## config.mk

```make
export PLATFORM = sky130hd
export DESIGN_NAME = regfile_mp
export DESIGN_NICKNAME = d
export VERILOG_FILES = /design/src/rtl/regfile_mp.sv
export SDC_FILE = /design/constraint.sdc
export NUM_CORES = 2
export LEC_CHECK = 0
export CAP_MARGIN = 25
export CORE_MARGIN = 8
export CORE_UTILIZATION = 30
export CTS_BUF_LIST = sky130_fd_sc_hd__clkbuf_16
export CTS_CLUSTER_SIZE = 16
export DETAILED_ROUTE_END_ITERATION = 10
export SETUP_SLACK_MARGIN = 0.15
export SLEW_MARGIN = 20
export SYNTH_ARGS = -nofsm -noshare
export SYNTH_HDL_FRONTEND = slang
export SYNTH_SLANG_ARGS = --single-unit
```

## constraint.sdc

```tcl
create_clock -name clock -period 4.04 [get_ports clock]
set_input_delay 0.404 -clock clock [delete_from_list [all_inputs] [get_ports clock]]
set_output_delay 0.404 -clock clock [all_outputs]
set_load 0.05 [all_outputs]
```

## src/rtl/regfile_mp.sv

```systemverilog
// regfile_mp: parametrised multi-read-port register file with registered reads,
// write-to-read bypass, optional hardwired-zero register and a per-register
// pending-write scoreboard for RAW hazard detection at issue.
// Optional trace output is compiled in when REGFILE_TRACE_EN is defined.
module regfile_mp #(
  parameter int unsigned DATA_W   = 32,
  parameter int unsigned ADDR_W   = 5,
  parameter int unsigned NUM_RD   = 2,
  parameter bit          ZERO_REG = 1'b1
) (
  input  logic                     clock,
  input  logic                     reset,
  input  logic [NUM_RD*ADDR_W-1:0] rd_addr,
  output logic [NUM_RD*DATA_W-1:0] rd_data,
  output logic [NUM_RD-1:0]        rd_busy,
  input  logic                     wr_en,
  input  logic [ADDR_W-1:0]        wr_addr,
  input  logic [DATA_W-1:0]        wr_data,
  input  logic                     rsv_en,
  input  logic [ADDR_W-1:0]        rsv_addr,
  output logic                     busy_any
);

  localparam int unsigned Depth = 2 ** ADDR_W;

  logic [DATA_W-1:0] mem_q [Depth];
  logic [Depth-1:0]  busy_q;
  logic [Depth-1:0]  busy_d;
  logic              wr_eff;

  logic [ADDR_W-1:0] rd_addr_a [NUM_RD];
  logic [DATA_W-1:0] rd_val    [NUM_RD];
  logic              rd_bsy    [NUM_RD];
  logic [DATA_W-1:0] rd_data_q [NUM_RD];
  logic [NUM_RD-1:0] rd_busy_q;

  // Writes to register 0 are dropped when it is hardwired to zero.
  assign wr_eff = wr_en && !(ZERO_REG && (wr_addr == '0));

  // Scoreboard next state: clear on write, then set on reserve so set wins.
  always_comb begin
    busy_d = busy_q;
    if (wr_en) begin
      busy_d[wr_addr] = 1'b0;
    end
    if (rsv_en) begin
      busy_d[rsv_addr] = 1'b1;
    end
    if (ZERO_REG) begin
      busy_d[0] = 1'b0;
    end
  end

  for (genvar k = 0; k < NUM_RD; k++) begin : g_rd
    assign rd_addr_a[k] = rd_addr[k*ADDR_W +: ADDR_W];

    // Bypassed read value; register 0 reads zero even while being written.
    always_comb begin
      if (ZERO_REG && (rd_addr_a[k] == '0)) begin
        rd_val[k] = '0;
      end else if (wr_en && (wr_addr == rd_addr_a[k])) begin
        rd_val[k] = wr_data;
      end else begin
        rd_val[k] = mem_q[rd_addr_a[k]];
      end
      rd_bsy[k] = busy_d[rd_addr_a[k]];
    end

    assign rd_data[k*DATA_W +: DATA_W] = rd_data_q[k];
  end

  assign rd_busy  = rd_busy_q;
  assign busy_any = |busy_q;

  // State update: storage, scoreboard and registered read ports.
  always_ff @(posedge clock) begin
    if (reset) begin
      for (int unsigned i = 0; i < Depth; i++) begin
        mem_q[i] <= '0;
      end
      busy_q <= '0;
      for (int unsigned k = 0; k < NUM_RD; k++) begin
        rd_data_q[k] <= '0;
      end
      rd_busy_q <= '0;
    end else begin
      if (wr_eff) begin
        mem_q[wr_addr] <= wr_data;
      end
      busy_q <= busy_d;
      for (int unsigned k = 0; k < NUM_RD; k++) begin
        rd_data_q[k] <= rd_val[k];
        rd_busy_q[k] <= rd_bsy[k];
      end
    end
  end

`ifdef REGFILE_TRACE_EN
  // Simulation trace of effective writes and per-port read results.
  always @(posedge clock) begin
    if (!reset) begin
      if (wr_eff) begin
        $display("Write addr=%h value=%h", wr_addr, wr_data);
      end
      for (int unsigned k = 0; k < NUM_RD; k++) begin
        $display("Read port=%0d addr=%h value=%h busy=%b", k, rd_addr_a[k], rd_val[k],
                 rd_bsy[k]);
      end
    end
  end
`else
  // Trace disabled: no display statements are compiled.
`endif

endmodule

```

After elaboration in Yosys (flattened, before gate mapping)

Memory sizes are Yosys's and may differ from the RTL's.
Index checks and enable logic that the tools add are counted.

Output and inout bits: 67
Register bits after elaboration: 34
RAM bits: 1088
Memories kept: 2

Eq/ne operators: 2
Magnitude comparators: 6
Mux-type cells: 25
Bitwise logic cells: 5
Reduce and logical (&&, ||, !) cells: 11

Memories:

| memory    | words | width | rd ports | clocked after memory_dff | write ports | RTL line | RTL |
|---|---|---|---|---|---|---|---|
| mem_q     | 32    | 32    | 2        | 0                        | 32          | 26       | `logic [DATA_W-1:0] mem_q [Depth];` |
| rd_data_q | 2     | 32    | 2        | 0                        | 2           | 34       | `logic [DATA_W-1:0] rd_data_q [NUM_RD];` |

Operators by type and width:

| cell                                                              | number |
|---|---|
| 2-to-1 mux 32 bit                                                 | 9 |
| OR reduction 32 bit                                               | 2 |
| bitwise AND 32 bit                                                | 1 |
| NOT 32 bit                                                        | 1 |
| bitwise OR 32 bit                                                 | 1 |
| less-than comparator 5 x 6 -> 1 bit, second input constant        | 4 |
| logical NOT 5 bit                                                 | 3 |
| 2-to-1 mux 1 bit                                                  | 11 |
| binary-select mux 1 bit (select 5 bit)                            | 2 |
| demux 1 bit (select 5 bit)                                        | 2 |
| equality test 5 bit                                               | 2 |
| greater-or-equal comparator 5 x 1 -> 1 bit, second input constant | 2 |
| logical AND 1 bit                                                 | 5 |
| 2-to-1 mux 5 bit                                                  | 1 |
| bitwise OR 1 bit                                                  | 2 |
| logical NOT 1 bit                                                 | 1 |

Logic depth before layout (Yosys ltp)

Depth in word-level cells: 11
Depth in mapped cells: 10
Gate-level depth less buffers: 6

Worst setup path before layout

OpenSTA, ideal clock, no wires.

Path type: in2reg
Start point: input port wr_addr[3]
End point: memory mem_q[4][0], enable pin
Data required time: 3612 ps
Setup time: 428 ps
Slack: 866 ps
Data arrival time: 2746 ps
Cell stages on the path: 4
Cells stage by stage: buf_4 > or3b_2 > clkbuf_1 > o21bai_1

RTL lines:

| item        | RTL line | RTL |
|---|---|---|
| from (decl) | 17       | `input logic [ADDR_W-1:0] wr_addr,` |
| to (decl)   | 26       |  |

Worst setup path after layout

Start point: register busy_q[13]
End point: output port busy_any

Longest elaborated chain between the ends: 1

Ends and longest elaborated chain:

| item                   | RTL line | RTL |
|---|---|---|
| from (decl)            | 27       | `logic [Depth-1:0] busy_q;` |
| from (signal assigned) | 90       | `busy_q <= busy_d;` |
| OR reduction 32 bit    | 73       | `assign busy_any = \|busy_q;` |
| to (decl)              | 21       | `output logic busy_any` |

Every way passes these cells.

==> impl_metrics.yaml <==
timing:
  fmax_mhz: 292.2
  post-route-period-util_pct: 84.70
  tns_ns: 0
  hold_viol_final: 0
  worst_pin_slew_ns: 1.160
  worst_slack_ns: 0.6182
  whs_ns: 0.1797
  relSlewSlack_pct: 22.48
  fin_skew_ns: 0.02955
  finalMaxSlewViolations: 0
  rsz0062_at_grt: "no"
  post-route-min-period_ns: 3.422
  finalSetupViolations: 0
clocking:
  clock_path_buffers: 3
  cts.clk_slew.worst_paths_ns: 0.06
  cts_resized: 0
  cts_tree: "built"
  insertion_delay_ns: 0.77
  ctsHtreeMaxLevel: 4
  clockRootBuffer: "clkbuf_16"
  cts_setup_buffers: 0
  cts_made_buffers: 131
  cts.sinks: 1121
  holdBufCountCts: 0
synth:
  synth_top_area_share_pct: 52.76
  avgSynthCellArea_um2: 15.61
  ys_ff_latch: 1121
  synthTopCellsByArea: "edfxtp_1 (53%), mux4_2 (25%), and2_1 (11%)"
  ys_warn_count: 0
  ys_seq_area_share_pct: 56.10
  synth_edf_count: 1024
  syn_inst: 3734
  synth_top_flop_cell: "edfxtp_1"
  async_reset_ff_share_pct: 0
  synthDistinctLibCells: 67
  synth_top_cell_by_area: "edfxtp_1"
  synth_area_um2: 58280
detailed_routing:
  routedWlPerCell_um: 31.56
  vias: 36200
  drtAntennaViolNets: 0
  drcViolationCount: 0
  via_per_inst: 5.599
  routed_wl_um: 204000
  first_pass_iters: 5
  drtIter0Drc: 5446
worst_hold_path:
  holdCritStartpoint: "rd_addr[2]"
  hold_depth: 4
  min_path_type: "primary input to flop"
  holdPathEnd: "rd_busy[0]$_SDFF_PP0_"
worst_setup_path:
  worstReg2RegStart: "mem_q[3][12]$_SDFFCE_PN0P_"
  crit_required_ns: 3.64
  worst_setup_path_start_kind: "flop"
  worst_ep_arrival_time_ns: 3.02
  critPathMaxFanout: 2
  ff2ff_path_depth: 5
  r2r-end: "rd_data_q[0][12]$_SDFF_PP0_"
  worstSetupPathType: "flop to output port"
  end_kind: "output port"
  reg2reg_slack_ns: 1.89
power:
  p_per_area_nw_per_um2: 425.0
  vdd.ir_drop.worst_uv: 453.5
  p_seq_share_pct: 47.5
  sw_frac_of_total_pct: 25.36
  intPower_mw: 21.46
  power_frac_clock_pct: 39.4
  leakage_nw: 22.85
  comb_power_share_pct: 13.2
  power_switching_mw: 7.291
grt:
  grt_pass1_wl_um: 284500
  grt_overflow: 0
  grt_pass1_vias: 36260
  grt_use_met2_pct: 31.15
  grtUsageMet3_pct: 4.022
  met1_usage_pct: 24.98
  antenna_found_initial: 29
  track_usage_pct: 19.01
  grt_max_degree: 101
  grt.busiest_layer: "met2"
place:
  post-place-ws_ns: 0.6198
  gp_congestion: 0.8702
  dpl-instance-area_um2: 63490
  port_buffers: 122
  dp_hpwl_um: 122500
final_layout:
  fin_util_pct: 35.10
  nets: 3880
  final_common_cell: "edfxtp_1"
  final_cell_area_um2: 67660
  drive_above_1_share_pct: 28.18
  syn_to_final_growth_pct: 16.10
  final_cell_mix: "edfxtp_1 (1024), and2_1 (997), mux4_2 (644), buf_4 (147), clkbuf_16 (136)"
floorplanning:
  dieHeight_um: 456.8
  coreArea_um2: 192800
  dieArea_um2: 208600
  die_w_um: 456.8
  initial_core_util_pct: 30.23
  rows: 161
  io_pins: 123
job:
  drv_cap: 0
run_status:
  status: "finished, final reports clean"
[cell type report]
cell class / instances / area, µm²
multi-input cells: 2246 / 24400
inverters: 3 / 11.26
flip-flops and latches: 1121 / 32690
fillers: 18180 / 125100
well taps: 2526 / 3161
diodes: 13 / 32.53
repair buffers: 321 / 3348
clock inverters: 98 / 614.3
clock buffers: 136 / 3403
[power by group through the flow]
| stage | combinational (mW) | sequential (mW) | clock [mW] |
|---|---|---|---|
| 2_1_floorplan | 2.09 | 14.0 | 0 |
| 3_3_place_gp | 3.76 | 13.8 | 0 |
| 3_5_place_dp | 3.77 | 13.9 | 0 |
| 4_1_cts | 3.78 | 13.7 | 11.4 |
| 5_1_grt | 3.92 | 13.7 | 11.9 |
| 6_report | 3.79 | 13.6 | 11.3 |
[registers in the layout (all words and copies together) (netlist names)]
| register | cells |
|---|---|
| busy_q | 31 |
| rd_data_q | 64 |
| mem_q | 1024 |
| rd_busy | 2 |
[how the worst max path moves through the flow]
stage               slack, ns             startpoint                          end
finish                   0.62  busy_q[13]$_SDFF_PP0_                     busy_any
detailed placement       0.62                  wr_en  mem_q[20][25]$_SDFFCE_PN0P_
floorplan                0.87             wr_addr[3]    mem_q[4][0]$_SDFFCE_PN0P_
global route             0.55  busy_q[13]$_SDFF_PP0_                     busy_any
CTS                      0.55  busy_q[13]$_SDFF_PP0_                     busy_any
global placement         0.67                  wr_en  mem_q[20][24]$_SDFFCE_PN0P_
[cell families (layout without fill, tap and decap cells)]
kind of cell | after synthesis | count (layout) | synth area share (%)
buffers and inverters | 398 | 558 | 2.739
multiplexers | 676 | 676 | 25.44
XOR/XNOR | 10 | 10 | 0.1503
AND/OR/NAND/NOR | 1371 | 1371 | 13.80
other | 1 | 45 | 0.006435
flip-flops | 1121 | 1121 | 56.10
AO/OA/AOI/OAI | 157 | 157 | 1.776
[critical path, cell delays in order, from the launching register on]
cell and delay (ns):
dfxtp_1 0.31, or4_1 0.50, nor4_1 0.36, nand4_1 0.29, clkdlybuf4s50_1 0.79
[metal layers]
| metal | part of all wire [%] | vias up | wire length, µm |
|---|---|---|---|
| met1 | 39 | 19220 | 79210 |
| met4 | 3.6 | 6 | 7282 |
| met5 | 0.020 | - | 41 |
| met3 | 9.6 | 355 | 19510 |
| met2 | 48 | 2050 | 97980 |
| li1 | - | 14560 | - |
[Yosys cell counts (2+ instances only)]
library cell and n:
buf_6 2, o211ai_1 4, o21a_1 17, nor4_1 10, xor2_1 8, and3_1 4, o21ai_0 53, o2111ai_1 2
or4_1 2, nor3_1 7, buf_2 67, o21bai_1 3, xnor2_1 2, edfxtp_1 1024, a211oi_1 32, nand3_1 44
nand4_1 4, inv_1 2, a21boi_0 2, nor2b_1 4, buf_1 17, nand3b_1 15, nor2_1 138, a311oi_1 2
or2_2 27, mux4_2 644, a21oi_1 17, and2_1 997, nand2b_1 2, nand2_1 88, a32oi_1 3, mux2i_1 32
o32ai_1 3, dfxtp_1 97, nor3b_1 4, a31oi_1 3, a21o_1 2, nor4b_1 4, or3b_2 7, clkbuf_1 308
and3b_1 5
[metrics by stage]
step | total power, mW | std cells
after detailed placement | 17.65 | 6208
after CTS | 28.88 | 6442
final | 28.76 | 6464
after global placement | 17.60 | 6207
after floorplan | 16.10 | 3765
after global routing | 29.55 | 6455
(Power assumes the default switching activity.)
